## config.mk

```make
export PLATFORM = sky130hd
export DESIGN_NAME = seg7_scan_controller
export DESIGN_NICKNAME = d
export VERILOG_FILES = /design/src/rtl/seg7_scan_controller.sv
export SDC_FILE = /design/constraint.sdc
export NUM_CORES = 1
export LEC_CHECK = 0
export BUFFER_PORTS_ARGS = -buffer_cell sky130_fd_sc_hd__buf_2
export CORE_MARGIN = 2
export CORE_UTILIZATION = 30
export CTS_BUF_LIST = sky130_fd_sc_hd__clkbuf_8 sky130_fd_sc_hd__clkbuf_16
export CTS_CLUSTER_SIZE = 28
export DETAILED_ROUTE_END_ITERATION = 16
export GPL_TIMING_DRIVEN = 0
export REMOVE_ABC_BUFFERS = 1
export SKIP_CTS_REPAIR_TIMING = 1
export SLEW_MARGIN = 20
export SYNTH_ARGS = -nofsm -noshare
export SYNTH_HDL_FRONTEND = slang
export SYNTH_SLANG_ARGS = --single-unit
```

## constraint.sdc

```tcl
create_clock -name clk -period 4.6 [get_ports clk]
set_clock_uncertainty 0.1 [all_clocks]
set_input_delay 0.46 -clock clk [delete_from_list [all_inputs] [get_ports clk]]
set_output_delay 0.46 -clock clk [all_outputs]
set_load 0.01 [all_outputs]
```

## src/rtl/seg7_scan_controller.sv

```systemverilog
// Multiplexed hex display driver for a common 7-segment bank.
// It scans NUM_DIGITS digits through a refresh divider and dims them with 16-level PWM.
// New data is double-buffered and committed only at a frame boundary, so a frame never tears.
// Leading-zero blanking is optional.
// Define SEG7_DP_EN to add per-digit decimal points through the dp_in and dp ports.
module seg7_scan_controller #(
    parameter int unsigned NUM_DIGITS = 8,
    parameter int unsigned TICK_DIV   = 1000,
    parameter int unsigned DIGIT_W    = 4
) (
    input  logic                          clk,
    input  logic                          reset,
    input  logic [NUM_DIGITS*DIGIT_W-1:0] data_in,
    input  logic                          load,
    input  logic [3:0]                    brightness,
    input  logic                          blank_lz,
`ifdef SEG7_DP_EN
    input  logic [NUM_DIGITS-1:0]         dp_in,
    output logic                          dp,
`endif
    output logic [NUM_DIGITS-1:0]         anode,
    output logic [6:0]                    seg,
    output logic                          frame_start,
    output logic                          upd_done
);

    localparam int unsigned DATA_W = NUM_DIGITS * DIGIT_W;
    localparam int unsigned CNT_W  = $clog2(TICK_DIV);
    localparam int unsigned IDX_W  = $clog2(NUM_DIGITS);

    logic [CNT_W-1:0]      tick_cnt;
    logic [3:0]            phase;
    logic [IDX_W-1:0]      idx;
    logic [DATA_W-1:0]     active;
    logic [DATA_W-1:0]     pending;
    logic                  pending_valid;
    logic                  tick;
    logic                  boundary;
    logic [NUM_DIGITS-1:0] blanked;
    logic [NUM_DIGITS-1:0] dp_active;
    logic [DIGIT_W-1:0]    cur_nib;
    logic                  cur_blank;
    logic                  lit;

    assign tick     = (tick_cnt == CNT_W'(TICK_DIV - 1));
    assign boundary = tick && (phase == 4'd15) && (idx == IDX_W'(NUM_DIGITS - 1));
    assign lit      = !cur_blank && (phase < brightness);

    function automatic logic [6:0] hex_to_seg(input logic [3:0] nib);
        case (nib)
            4'h0:    hex_to_seg = 7'h01;
            4'h1:    hex_to_seg = 7'h4F;
            4'h2:    hex_to_seg = 7'h12;
            4'h3:    hex_to_seg = 7'h06;
            4'h4:    hex_to_seg = 7'h4C;
            4'h5:    hex_to_seg = 7'h24;
            4'h6:    hex_to_seg = 7'h20;
            4'h7:    hex_to_seg = 7'h0F;
            4'h8:    hex_to_seg = 7'h00;
            4'h9:    hex_to_seg = 7'h04;
            4'hA:    hex_to_seg = 7'h08;
            4'hB:    hex_to_seg = 7'h60;
            4'hC:    hex_to_seg = 7'h31;
            4'hD:    hex_to_seg = 7'h42;
            4'hE:    hex_to_seg = 7'h30;
            default: hex_to_seg = 7'h38;
        endcase
    endfunction

    // Refresh divider, PWM phase and digit index
    always_ff @(posedge clk or posedge reset) begin
        if (reset) begin
            tick_cnt <= '0;
            phase    <= '0;
            idx      <= '0;
        end else begin
            tick_cnt <= tick ? '0 : tick_cnt + 1'b1;
            if (tick) begin
                phase <= phase + 4'd1;
                if (phase == 4'd15) begin
                    idx <= (idx == IDX_W'(NUM_DIGITS - 1)) ? '0 : idx + 1'b1;
                end
            end
        end
    end

    // Double buffer: a load in the commit cycle stays pending for the following frame
    always_ff @(posedge clk or posedge reset) begin
        if (reset) begin
            active        <= '0;
            pending       <= '0;
            pending_valid <= 1'b0;
        end else begin
            if (boundary && pending_valid) begin
                active <= pending;
            end
            if (load) begin
                pending       <= data_in;
                pending_valid <= 1'b1;
            end else if (boundary) begin
                pending_valid <= 1'b0;
            end
        end
    end

`ifdef SEG7_DP_EN
    logic [NUM_DIGITS-1:0] dp_pending;
    logic                  cur_dp;

    // Decimal points travel through the same double buffer as the nibbles
    always_ff @(posedge clk or posedge reset) begin
        if (reset) begin
            dp_active  <= '0;
            dp_pending <= '0;
        end else begin
            if (boundary && pending_valid) begin
                dp_active <= dp_pending;
            end
            if (load) begin
                dp_pending <= dp_in;
            end
        end
    end

    // Select the decimal point of the digit being scanned
    always_comb begin
        cur_dp = 1'b0;
        for (int i = 0; i < NUM_DIGITS; i++) begin
            if (idx == IDX_W'(i)) begin
                cur_dp = dp_active[i];
            end
        end
    end

    // Registered decimal point, same timing as seg
    always_ff @(posedge clk or posedge reset) begin
        if (reset) begin
            dp <= 1'b1;
        end else begin
            dp <= !(lit && cur_dp);
        end
    end
`else
    assign dp_active = '0;
`endif

    // Blank a digit while every digit from the leftmost down to it is zero with no point lit
    always_comb begin
        logic zero_run;
        zero_run = 1'b1;
        blanked  = '0;
        for (int i = NUM_DIGITS - 1; i >= 1; i--) begin
            zero_run   = zero_run && (active[i*DIGIT_W +: DIGIT_W] == '0) && !dp_active[i];
            blanked[i] = blank_lz && zero_run;
        end
    end

    // Select the nibble and blanking state of the digit being scanned
    always_comb begin
        cur_nib   = '0;
        cur_blank = 1'b0;
        for (int i = 0; i < NUM_DIGITS; i++) begin
            if (idx == IDX_W'(i)) begin
                cur_nib   = active[i*DIGIT_W +: DIGIT_W];
                cur_blank = blanked[i];
            end
        end
    end

    // Registered pin drivers and event pulses
    always_ff @(posedge clk or posedge reset) begin
        if (reset) begin
            anode       <= '1;
            seg         <= 7'h7F;
            frame_start <= 1'b0;
            upd_done    <= 1'b0;
        end else begin
            anode       <= lit ? ~(NUM_DIGITS'(1) << idx) : '1;
            seg         <= lit ? hex_to_seg(cur_nib) : 7'h7F;
            frame_start <= boundary;
            upd_done    <= boundary && pending_valid;
        end
    end

endmodule

```

Word level (Yosys, flattened, before mapping)
Memory sizes are Yosys's and may differ from the RTL's.
Cells that the tools add are included.
{"block": "op_classes", "n_addsub": 3, "order_cmp": 1, "eq_ne": 9, "n_shift": 1, "n_mux": 21, "bitwise": 1, "reduce_logical": 28}
{"cell": "2-to-1 mux 4 bit", "count": 8}
{"cell": "logical NOT 4 bit", "count": 7}
{"cell": "logical AND 1 bit", "count": 17}
{"cell": "== test 3 bit (second input constant)", "count": 4}
{"cell": "adder 10 x 1 -> 10 bit (second input constant)", "count": 1}
{"cell": "== test 10 bit (second input constant)", "count": 1}
{"cell": "2-to-1 mux 10 bit", "count": 1}
{"cell": "2-to-1 mux 1 bit", "count": 9}
{"cell": "2-to-1 mux 8 bit", "count": 1}
{"cell": "inverter 8 bit", "count": 1}
{"cell": "left shift 1 x 3 -> 8 bit (first input constant)", "count": 1}
{"cell": "2-to-1 mux 7 bit", "count": 1}
{"cell": "== test 3 x 2 -> 1 bit (second input constant)", "count": 2}
{"cell": "adder 4 x 1 -> 4 bit (second input constant)", "count": 1}
{"cell": "== test 4 bit (second input constant)", "count": 1}
{"cell": "less-than comparator 4 bit", "count": 1}
{"cell": "adder 3 x 1 -> 3 bit (second input constant)", "count": 1}
{"cell": "== test 3 x 1 -> 1 bit (second input constant)", "count": 1}
{"cell": "logical NOT 3 bit", "count": 1}
{"cell": "2-to-1 mux 3 bit", "count": 1}
{"cell": "AND reduction 2 bit", "count": 1}
{"cell": "nonzero test 2 bit", "count": 1}
{"cell": "logical NOT 1 bit", "count": 1}
{"block": "word_totals", "register_bits": 99, "rom_bits": 112, "inputBits": 40, "output_inout_bits": 17, "elab_cells": 75, "memories": 1}
{"name": "(no name shown)", "depth": 16, "word_bits": 7, "rd": 1, "rd_clocked_by_memory_dff": 0, "wr": 0, "line": "50", "rtl": "case (nib)"}

Longest topological paths before layout
Gate-level depths: netlist of the first run.
{"block": "depth", "ltp_word": 18, "ltp_mapped": 14, "mapped_depth_nobuf": 12}

Least setup slack after synthesis of the first run
OpenSTA, ideal clock, no wires.
{"block": "synth_path", "kind": "flip-flop to flip-flop", "from": "register idx[2]", "to": "register seg[3]", "setup_ns": 0.060, "arrival_ns": 2.615, "required_ns": 4.440, "setup_slack_ns": 1.824, "path_stages_with_launch": 15, "n_path_buf": 2, "synth_period_minus_slack_ns": 2.776, "path_cell_list": "dfrtp_1 buf_4 inv_2 ha_1 buf_6 or2_4 a221oi_1 o22ai_1 a21oi_2 inv_1 ha_1 inv_1 mux2i_1 mux2_2 nand2_1"}
{"block": "synth_via", "elab_chain_len": 11, "word_cells_on_any_way": 27, "cone_classes": "7 x eq/ne; 16 x mux; 3 x reduce/logical; 1 x memory"}
{"item": "from (decl)", "line": "33", "rtl": "logic [IDX_W-1:0] idx;"}
{"item": "from (signal assigned)", "line": "81", "rtl": "idx <= (idx == IDX_W'(NUM_DIGITS - 1)) ? '0 : idx + 1'b1;"}
{"item": "logical NOT 3 bit / == test 3 x 1 -> 1 bit (equally long branches)", "line": "163", "rtl": "if (idx == IDX_W'(i)) begin"}
{"item": "2-to-1 mux 4 bit / 2-to-1 mux 1 bit (equally long branches) (7 in series)", "line": "163"}
{"item": "2-to-1 mux 4 bit / logical NOT 1 bit (equally long branches)", "line": "163, 47"}
{"item": "memory (16 x 7 bit) / logical AND 1 bit (equally long branches)"}
{"item": "2-to-1 mux 7 bit *", "line": "179", "rtl": "seg <= lit ? hex_to_seg(cur_nib) : 7'h7F;"}
{"item": "to (signal assigned)", "line": "179"}
{"item": "to (decl)", "line": "22", "rtl": "output logic [6:0] seg,"}
Every way passes the cells marked *; elsewhere a longest branch is shown, timed or not.
A chain may end at the register's enable or synchronous reset.

Worst setup path after layout of the first run
Same ends and word-level chain as after synthesis.

==> summary.md, run 1 <==
| Metric | Value |
|---|---|
| CP max FO | 17 |
| Max Clock Freq | between 0.2 and 0.3 GHz |
| Sequential power share | between 50% and 60% |
| Status | completed |
| Final setup fails | 0 |
| Antenna cells | 0 |
| Largest net degree at the start of global routing | between 50 and 60 |
| Crit path kind | reg2reg |
| Cell area after synthesis | between 0.004 and 0.005 sq mm |
| Syn Inst Count | approximately 370 |
| Hold Vio Cnt, Final | 0 |
| Routed vias | 2938 |
| Crit share post-route | 74.3% |
| Final HPWL DP | approximately 6.5 mm |
| PD cells | 323 mW/mm^2 |
| Register area | approximately 0.0025 sq mm |
| Mapped Avg Cell Area | ~12 sq um |
| Fin util | a little over a third |
| Leak | 2.49 nW |
| Hold Slack | 0.0230 ns |
| Async S/R FF share, synth | 100% |
| TritonCTS clock tree | built |
| Die area | roughly 0.016 sq mm |
| Die Y | 128 um |
| Setup crit end kind | register |
| Clock share of power | 42.3% |
| Antenna Nets Post-Route | 0 |
| TritonCTS Sinks | 99 |
| Share of cells above drive strength 1 | 38.5% |
| First-pass DRT Iterations | 4 |
| Switching Fraction | a little under a quarter |
| Setup Slack @ Placement | 1.25 ns |
| Net Sw Power | between 0.3 and 0.4 mW |
| Initial antenna violation count | 0 |
| Post-DR vias/cell | 4.76 |
| Power share of the combinational group | approximately 4.7% |
| Biggest area consumer among synthesized cells | dfrtp_1 |
| Routed Wire Length | 8.86 mm |
| Port Buffers | 56 |
| Fill cells | 1514 |
| Area of the multi-input gates | ~0.0019 sq mm |
| Initial Utilization | approximately 30% |
| Critical Path AT | between 3 and 4 ns |
| Core area | about 0.015 sq mm |
| Die Width | between 100 and 150 um |
| Starting DRT DRC Count | around 150 |
| Vias in the first global route | 3011 |
| Tightest Pin Transition | roughly 0.78 ns |
| Cell variety after synth | between 50 and 60 |
| Rows | 45 |
| Top Ports | between 50 and 60 |
| CP required | 4.79 ns |
| Clock latency on the worst-skew pair | around 0.35 ns |
| Synth-to-Final Area Change | 16.6% |
| CTS clk-pin slew, worst paths | 0.07 ns |
| Warning count from the yosys run | 0 |
| Root buffer cell | clkbuf_16 |
| Clk buf depth | 2 |
| First-pass GRT wire length | roughly 15 mm |
| Crit start category | register |
| Post-synthesis register bit count | a little under 100 |
| Crit path time final | 3.42 ns |
| Most common cell in the netlist | dfrtp_1 |
| RSZ-0062 raised after global routing | no |
| Post-synth top area share | a little under half |
| PnR worst setup slack | ~1.2 ns |
| Synth Flop Type | dfrtp_1 |
| Inserted Clock Buffers | 9 |
| Non-Filler Instances | 617 |
| Setup Total Neg Slack | 0 ns |
| Total track usage | a little under an eighth |
| WL/cell | between 10 and 15 um |
| Max Cap Violations | 0 |
| Final Max Slew Viols | 0 |
| Sequential area share after synthesis | ~54% |
| H-tree depth | 3 |
| Layout Nets | 480 |
| Max VDD drop | about 0.00017 V |
| Final GP Congestion | between 0.7 and 0.8 |
| Post-placement cell count | around 600 |
| Worst hold path class | in2async |
| Worst slew margin | 48.0% |
| Post-synth EDFFs | 0 |
| Reg2Reg Depth | 12 |
| Top post-synthesis cells by count | dfrtp_1, mux2_2, nand2_1, inv_1, nor2_1 |
| P_int | around 1.3 mW |
| Dominant cells by area after synthesis | dfrtp_1, mux2_2, dfstp_2 |
| Post-route DRC violation count | 0 |
| Total gr overflow | 0 |
## per-layer routing
layer	wire (um)	vias to the layer above	global-route usage [%]	share of wire [%]
li1	-	1423	-	-
met3	473	15	3.59	5.3
met5	0	-	0	0
met4	197	0	5.11	2.2
met2	4190	52	18.6	47
met1	3990	1448	15.1	45
## flip-flops by register name (all words and copies together), names as in the netlist
| register | count |
|---|---|
| active | 32 |
| pending | 32 |
| tick_cnt | 10 |
| anode | 8 |
| seg | 7 |
| phase | 4 |
| idx | 3 |
| frame_start | 1 |
| pending_valid | 1 |
| upd_done | 1 |
## placed cells by master (no fill, tap or decap), drive strengths merged, types with 2 or more instances in the layout
cell type | Yosys | final
dfstp | 15 | 15
dfrtp | 84 | 84
mux2i | 4 | 4
buf | 12 | 59
xor2 | 5 | 5
nor2 | 19 | 19
clkinv | 0 | 3
nand4 | 5 | 5
o41ai | 2 | 2
nor4 | 5 | 5
a221o | 2 | 2
ha | 16 | 16
nand2 | 22 | 22
nand2b | 2 | 2
inv | 21 | 24
xnor2 | 5 | 5
o21ai | 12 | 12
nand3b | 3 | 3
a221oi | 3 | 3
mux2 | 66 | 66
and3 | 3 | 3
nor2b | 4 | 4
o221ai | 4 | 4
nand3 | 11 | 11
o22ai | 3 | 3
nor3 | 4 | 4
o31ai | 2 | 2
a21oi | 14 | 14
clkbuf | 6 | 10
or3 | 4 | 4
## logic make-up (layout without fill, tap and decap cells)
logic type	count (synthesis)	count (layout)	synth area share [%]
AO/OA/AOI/OAI	51	51	8.18
XOR/XNOR	10	10	1.91
adder cells (fa/ha/maj)	16	16	4.36
buffers and inverters	39	96	4.14
flip-flops	99	99	54.4
multiplexers	70	70	17.1
AND/OR/NAND/NOR	87	87	9.93
## cell type report
| class | count | area share, % |
|---|---|---|
| timing repair buffer | 59 | 6.24 |
| clock inverter | 6 | 1.03 |
| tap | 188 | 4.40 |
| sequential | 99 | 46.7 |
| clock buffer | 10 | 4.47 |
| multi-input combinational | 234 | 35.6 |
| inverter | 21 | 1.57 |
## path summary, 6_finish.rpt
check                             from     endpoint  slack [ns]
setup / recovery                idx[2]       seg[3]        1.18
hold / removal                   reset  pending[23]        0.02
setup reg to reg                idx[2]       seg[3]        1.18
hold reg to reg            tick_cnt[0]  tick_cnt[0]        0.38
max in group asynchronous        reset     anode[3]        3.74
min in group clk            data_in[4]   pending[4]        0.24
## per-stage QoR
step | power (mW) | instance area [sq um]
after floorplan | 0.974 | 4480
after global placement | 1.01 | 4990
after detailed placement | 1.02 | 5060
after CTS | 1.75 | 5350
after global routing | 1.81 | 5350
final | 1.73 | 5350
## worst max-delay path: stages (launching register included)
cell	delay (ns)
dfrtp_1	0.71
inv_2	0.22
ha_1	0.39
or2_4	0.29
a221oi_1	0.24
o22ai_1	0.17
a21oi_2	0.31
inv_1	0.13
ha_1	0.30
inv_1	0.08
mux2i_1	0.07
mux2_2	0.28
nand2_1	0.06
## power groups by stage
stage	Combinational [mW]	Clock (mW)	Sequential (mW)
CTS	0.0838	0.753	0.918
detailed placement	0.0837	0	0.934
finish	0.0806	0.730	0.917
global route	0.0914	0.794	0.921
global placement	0.0775	0	0.933
floorplan	0.0467	0	0.928
Note: power is estimated with default switching activity, not from simulation.
==> run 2, diff against run 1 <==
- ABC_AREA: default -> 1
- clock period: 4.6 -> 3.22 ns (I/O delays scaled with it)
==> summary.md, run 2 <==
| Metric | Value |
|---|---|
| First-pass GRT wire length | 15.3 mm (+1.3%) |
| Antenna cells | 0 (unchanged) |
| Routed Wire Length | 8.97 mm (+1.3%) |
| Worst R2R Setup Slack | 0.46 ns (-0.72 ns) |
| Max VDD drop | 0.000287 V (+73%) |
| Die Width | 130 um (+1.8%) |
| Commonest non-fill, non-tap cell in the layout | nand2_1 |
| Sequential area share after synthesis | 52.5% (-1.9 points) |
| Layout Nets | 668 (+39%) |
| H-tree depth | 3 (unchanged) |
| Setup crit end kind | register |
| Total gr overflow | 0 (unchanged) |
| Crit path time final | 2.76 ns (-0.658 ns) |
| Critical path's slowest cell | a21boi_0 |
| Final GP Congestion | 0.788 (+2.7%) |
| Hold depth | 3 |
| Largest regs | active: 32 flops, pending: 32 flops, tick_cnt: 10 flops |
| CP max FO | 8 (-9) |
| Top post-synthesis cells by count | nand2_1, dfrtp_1, inv_1, o21ai_0, nor2_1 |
| Final setup fails | 0 (unchanged) |
| Crit path kind | reg2reg |
| Clk buf depth | 2 (unchanged) |
| Mapped Avg Cell Area | 8.49 sq um (-31%) |
| Crit-path cells | inv_1 -> ha_1 -> inv_1 -> o21ai_0 -> inv_1 -> nand2_1 -> nand2_1 -> nand2_1 -> nand2_1 -> a21boi_0 -> ha_1 -> nand3_1 -> nand2_1 -> nand2_1 -> nand2_1 |
| CP max stage delay | 0.52 ns (-0.19 ns) |
| Vias in the first global route | 3206 (+6.5%) |
| Total track usage | 11.5% (-0.33 points) |
| Post-synth EDFFs | 0 (unchanged) |
| Biggest area consumer among synthesized cells | dfrtp_1 |
| Routed vias | 3473 (+18%) |
| Cell area after synthesis | 0.00476 sq mm (+3.7%) |
| Worst slew margin | 38.5% (-9.6 points) |
| Antenna Nets Post-Route | 0 (unchanged) |
| Sequential power share | 50.4% (-2.7 points) |
| Inserted Clock Buffers | 9 (unchanged) |
| Hold Slack | 0.0736 ns (+0.0506 ns) |
| R2r endpoint | seg[5] |
| Switching Fraction | 22.7% (+0.026 points) |
| Max Clock Freq | 0.362 GHz (+24%) |
| Die Y | 130 um (+1.8%) |
| Initial Utilization | 30.3% (-0.13 points) |
| Synth Flop Type | dfrtp_1 |
| Worst Min Path Start | data_in[18] |
| Worst r2r src | idx[2] |
| Crit share post-route | 85.7% (+11 points) |
| WL/cell | 10.8 um (-25%) |
| Max Cap Violations | 0 (unchanged) |
| Commonest non-fill, non-tap cells in the layout | nand2_1, dfrtp_1, inv_1, buf_2, o21ai_0 |
| Die area | 0.0169 sq mm (+3.6%) |
| Share of cells above drive strength 1 | 20.4% (-18 points) |
| Most common cell in the netlist | nand2_1 |
| Dominant cells by area after synthesis | dfrtp_1, nand2_1, dfstp_2 |
| CP delay by family, top | compound AO/OA/AOI/OAI gates |
| Status | completed |
| PD cells | 461 mW/mm^2 (+43%) |
| Critical Path AT | 2.91 ns (-0.70 ns) |
| Leak | 2.94 nW (+18%) |
| Top Ports | 57 (unchanged) |
| Largest net degree at the start of global routing | 66 (+20%) |
| TritonCTS clock tree | built |
| PnR worst setup slack | 0.461 ns (-0.722 ns) |
| Crit start category | register |
| Syn Inst Count | 560 (+51%) |
| Root buffer cell | clkbuf_16 |
| CTS clk-pin slew, worst paths | 0.07 ns (about the same) |
| Reg2Reg Depth | 15 (+3) |
| Setup Slack @ Placement | 0.459 ns (-0.792 ns) |
| Rows | 46 (+2.2%) |
| CP required | 3.37 ns (-1.42 ns) |
| Warning count from the yosys run | 0 (unchanged) |
| CP startpoint | idx[2] |
| RSZ-0062 raised after global routing | no |
| Cell variety after synth | 33 (-38%) |
| Async S/R FF share, synth | 100% (unchanged) |
| Most common cell on crit path | nand2_1 |
| Power share of the combinational group | 4.9% (+0.2 points) |
| Tightest Pin Transition | 0.923 ns (+0.148 ns) |
| First-pass DRT Iterations | 4 (unchanged) |
| Starting DRT DRC Count | 258 (+71%) |
| Core area | 0.0157 sq mm (+4.1%) |
| Final HPWL DP | 6.38 mm (-2.0%) |
| Final Max Slew Viols | 0 (unchanged) |
| Clock share of power | 44.7% (+2.4 points) |
| Synth-to-Final Area Change | 17.0% |
| Sink of the worst hold path | pending[18] |
| Post-synth top area share | 44.2% (-1.6 points) |
| P_int | 1.98 mW (+48%) |
| Port Buffers | 56 (unchanged) |
| Post-synthesis register bit count | 99 (unchanged) |
| Bufs and invs on worst path | 3 (unchanged) |
| Worst hold path class | in2reg |
| Post-route DRC violation count | 0 (unchanged) |
| Fin util | 35.4% (about the same) |
| Clock latency on the worst-skew pair | 0.35 ns (about the same) |
| Hold Vio Cnt, Final | 0 (unchanged) |
| TritonCTS Sinks | 99 (unchanged) |
| Initial antenna violation count | 0 (unchanged) |
| Net Sw Power | 0.581 mW (+49%) |
| Post-DR vias/cell | 4.17 (-12%) |
run 2: changes by cell type in the layout (fill, tap and decap cells not counted), moves of 5 or more:
cell,delta
mux2_2,-62
nor2_1,+13
inv_1,+63
o21ai_1,+8
o21ai_0,+29
nand3_1,+20
o21ai_2,+23
nand2_1,+148
xnor2_1,-5
run 2: area by class of cell:
class	count	area (sq um)
clock inverters	5	67.6
inverters	86	329
repair buffers	58	318
flip-flops and latches	99	2500
well taps	216	270
multi-input cells	358	1830
clock buffers	11	253
fillers	1633	10100
run 2: power groups by stage:
stage	Combinational [mW]	Clock (mW)	Sequential, mW
after global routing	0.149	1.24	1.29
after floorplan	0.0666	0	1.32
after detailed placement	0.130	0	1.32
after CTS	0.131	1.19	1.29
after global placement	0.123	0	1.31
final	0.125	1.15	1.29
run 2: worst min-delay path, stage by stage:
cell	delay, ns
buf_2	0.07
nand2_1	0.04
o21ai_0	0.05
run 2: cells by family (layout without fill, tap and decap cells):
group,after synthesis,after routing,synth area share (%)
simple gates,252,252,22.1
buf+inv,103,160,9.18
flops,99,99,52.5
compound gates,86,86,11.3
fa+ha+maj,16,16,4.21
xor+xnor,4,4,0.736
run 2: through the flow:
stage	total power [mW]	cells	instance area, sq um	setup TNS, ns
after floorplan	1.38	543	4640	0
after global placement	1.44	815	5190	-82.63
after detailed placement	1.45	816	5240	0
after CTS	2.61	832	5560	0
after global routing	2.68	833	5570	0
final	2.56	833	5570	0
run 2: worst max path at each step:
stage / to / slack [ns] / cells past startpoint
final: seg[5] / 0.46 / 15
after global routing: seg[5] / 0.1 / 15
after CTS: seg[5] / 0.43 / 15
after detailed placement: seg[5] / 0.46 / 15
after global placement: pending[23] / -0.99 / 2
after floorplan: active[0] / 0.23 / 1
run 2: metal layers:
metal	vias up	global-route usage (%)	routed length, um	share of wire [%]
li1	1842	-	-	-
met1	1561	15.8	4540	51
met2	58	17.3	3910	44
met3	12	3.12	375	4.2
met4	0	4.17	145	1.6
met5	-	0	0	0
==> run 3, diff against run 2 <==
- MAX_ROUTING_LAYER: default -> met4
==> summary.md, run 3 (synthesized netlist as in run 2, its figures left out) <==
| Metric | Value |
|---|---|
| Status | completed |
| Setup Total Neg Slack | 0 ns (unchanged) |
| Largest net degree at the start of global routing | 66 (unchanged) |
| Routed vias | 3466 (-0.20%) |
| Hold depth | 3 (unchanged) |
| Antenna Nets Post-Route | 0 (unchanged) |
| TritonCTS Sinks | 99 (unchanged) |
| Worst Min Path Start | data_in[18] |
| Crit path time final | 2.77 ns (+0.00857 ns) |
| Most common cell on crit path | nand2_1 |
| TritonCTS clock tree | built |
| Share of cells above drive strength 1 | 20.4% (unchanged) |
| H-tree depth | 3 (unchanged) |
| Clock share of power | 44.7% (about the same) |
| Starting DRT DRC Count | 241 (-6.6%) |
| Critical Path AT | 2.92 ns (about the same) |
| Largest regs | active: 32 flops, pending: 32 flops, tick_cnt: 10 flops |
| Max Clock Freq | 0.361 GHz (-0.31%) |
| Worst R2R Setup Slack | 0.45 ns (about the same) |
| CP max stage delay | 0.52 ns (about the same) |
| CP delay by family, top | compound AO/OA/AOI/OAI gates |
| Power share of the combinational group | 4.9% (about the same) |
| Reg2Reg Depth | 15 (unchanged) |
| Inserted Clock Buffers | 9 (unchanged) |
| Routed Wire Length | 9.00 mm (+0.33%) |
| WL/cell | 10.8 um (+0.33%) |
| Clock latency on the worst-skew pair | 0.35 ns (about the same) |
| Crit-path cells | inv_1 -> ha_1 -> inv_1 -> o21ai_0 -> inv_1 -> nand2_1 -> nand2_1 -> nand2_1 -> nand2_1 -> a21boi_0 -> ha_1 -> nand3_1 -> nand2_1 -> nand2_1 -> nand2_1 |
| Die Y | 130 um (unchanged) |
| Total track usage | 11.8% (+0.34 points) |
| RSZ-0062 raised after global routing | no |
| Top Ports | 57 (unchanged) |
| Final Power | 2.56 mW (about the same) |
| Commonest non-fill, non-tap cell in the layout | nand2_1 |
| Sequential power share | 50.4% (about the same) |
| Non-Filler Instances | 833 (unchanged) |
| Leak | 2.94 nW (unchanged) |
| First-pass DRT Iterations | 4 (unchanged) |
| Worst r2r src | idx[2] |
| Tightest Pin Transition | 0.921 ns (-0.00210 ns) |
| PD cells | 461 mW/mm^2 (about the same) |
| Root buffer cell | clkbuf_16 |
| Final Max Slew Viols | 0 (unchanged) |
| Final HPWL DP | 6.38 mm (unchanged) |
| Hold Vio Cnt, Final | 0 (unchanged) |
| Crit share post-route | 85.9% (+0.27 points) |
| Final GP Congestion | 0.799 (+1.4%) |
| Commonest non-fill, non-tap cells in the layout | nand2_1, dfrtp_1, inv_1, buf_2, o21ai_0 |
| Fin util | 35.4% (unchanged) |
| Crit start category | register |
| Switching Fraction | 22.7% (about the same) |
| Total gr overflow | 0 (unchanged) |
| Port Buffers | 56 (unchanged) |
| R2r endpoint | seg[5] |
| Initial antenna violation count | 0 (unchanged) |
| Max Cap Violations | 0 (unchanged) |
| CTS clk-pin slew, worst paths | 0.07 ns (about the same) |
| Critical path's slowest cell | a21boi_0 |
| Die area | 0.0169 sq mm (unchanged) |
| Core area | 0.0157 sq mm (unchanged) |
| Rows | 46 (unchanged) |
| Setup crit end kind | register |
| Sink of the worst hold path | pending[18] |
| Post-DR vias/cell | 4.16 (-0.20%) |
| Post-placement cell count | 816 (unchanged) |
| Synth-to-Final Area Change | 17.0% (unchanged) |
| CP max FO | 8 (unchanged) |
| Layout Nets | 668 (unchanged) |
| P_int | 1.98 mW (about the same) |
| Worst hold path class | in2reg |
| Hold Slack | 0.0730 ns (-0.000531 ns) |
| Antenna cells | 0 (unchanged) |
| Clk buf depth | 2 (unchanged) |
| Die Width | 130 um (unchanged) |
| Post-route DRC violation count | 0 (unchanged) |
| Bufs and invs on worst path | 3 (unchanged) |
| Crit path kind | reg2reg |
| Initial Utilization | 30.3% (unchanged) |
| CP required | 3.37 ns (about the same) |
| Net Sw Power | 0.582 mW (+0.13%) |
| Final setup fails | 0 (unchanged) |
| Vias in the first global route | 3214 (+0.25%) |
| Worst slew margin | 38.6% (+0.14 points) |
| Max VDD drop | 0.000288 V (+0.35%) |
| First-pass GRT wire length | 15.3 mm (about the same) |
## run 3: cell counts in the layout (fill, tap and decap cells not counted)
Identical to the previous run, type by type.
## run 3: layout make-up
type                       count  area [sq um]
fill                        1633         10100
sequential                    99          2500
multi-input combinational    358          1830
inverter                      86           329
timing repair buffer          58           318
tap                          216           270
clock buffer                  11           253
clock inverter                 5          67.6
## run 3: through the flow
stage	area, sq um	worst slack (ns)
2_1_floorplan	4640	0.232
3_5_place_dp	5240	0.459
3_3_place_gp	5190	-0.990
4_1_cts	5560	0.428
5_1_grt	5570	0.100
6_report	5570	0.453
## run 3: worst max path at each step
| stage | startpoint | to | slack (ns) | depth (start not counted) |
|---|---|---|---|---|
| floorplan | reset | active[0] | 0.23 | 1 |
| global placement | reset | pending[23] | -0.99 | 2 |
| detailed placement | idx[2] | seg[5] | 0.46 | 15 |
| CTS | idx[2] | seg[5] | 0.43 | 15 |
| global route | idx[2] | seg[5] | 0.10 | 15 |
| finish | idx[2] | seg[5] | 0.45 | 15 |
## run 3: layer usage
layer  track usage [%]  share of wire, %  vias up  wire length, um
li1                  -                 -     1840                -
met1              15.7                51     1563             4600
met2              17.4                44       52             3950
met3              3.12               3.7       11              335
met4              4.17               1.3        0              116
met5                 -                 0        -                0
## run 3: power groups by stage
stage,Sequential [mW],Combinational [mW],Clock [mW]
floorplan,1.32,0.0666,0
global placement,1.31,0.123,0
detailed placement,1.32,0.130,0
CTS,1.29,0.131,1.19
global route,1.29,0.149,1.24
finish,1.29,0.125,1.15
## run 3: worst min-delay path: stages
cell and delay, ns:
buf_2 0.07, nand2_1 0.04, o21ai_0 0.05
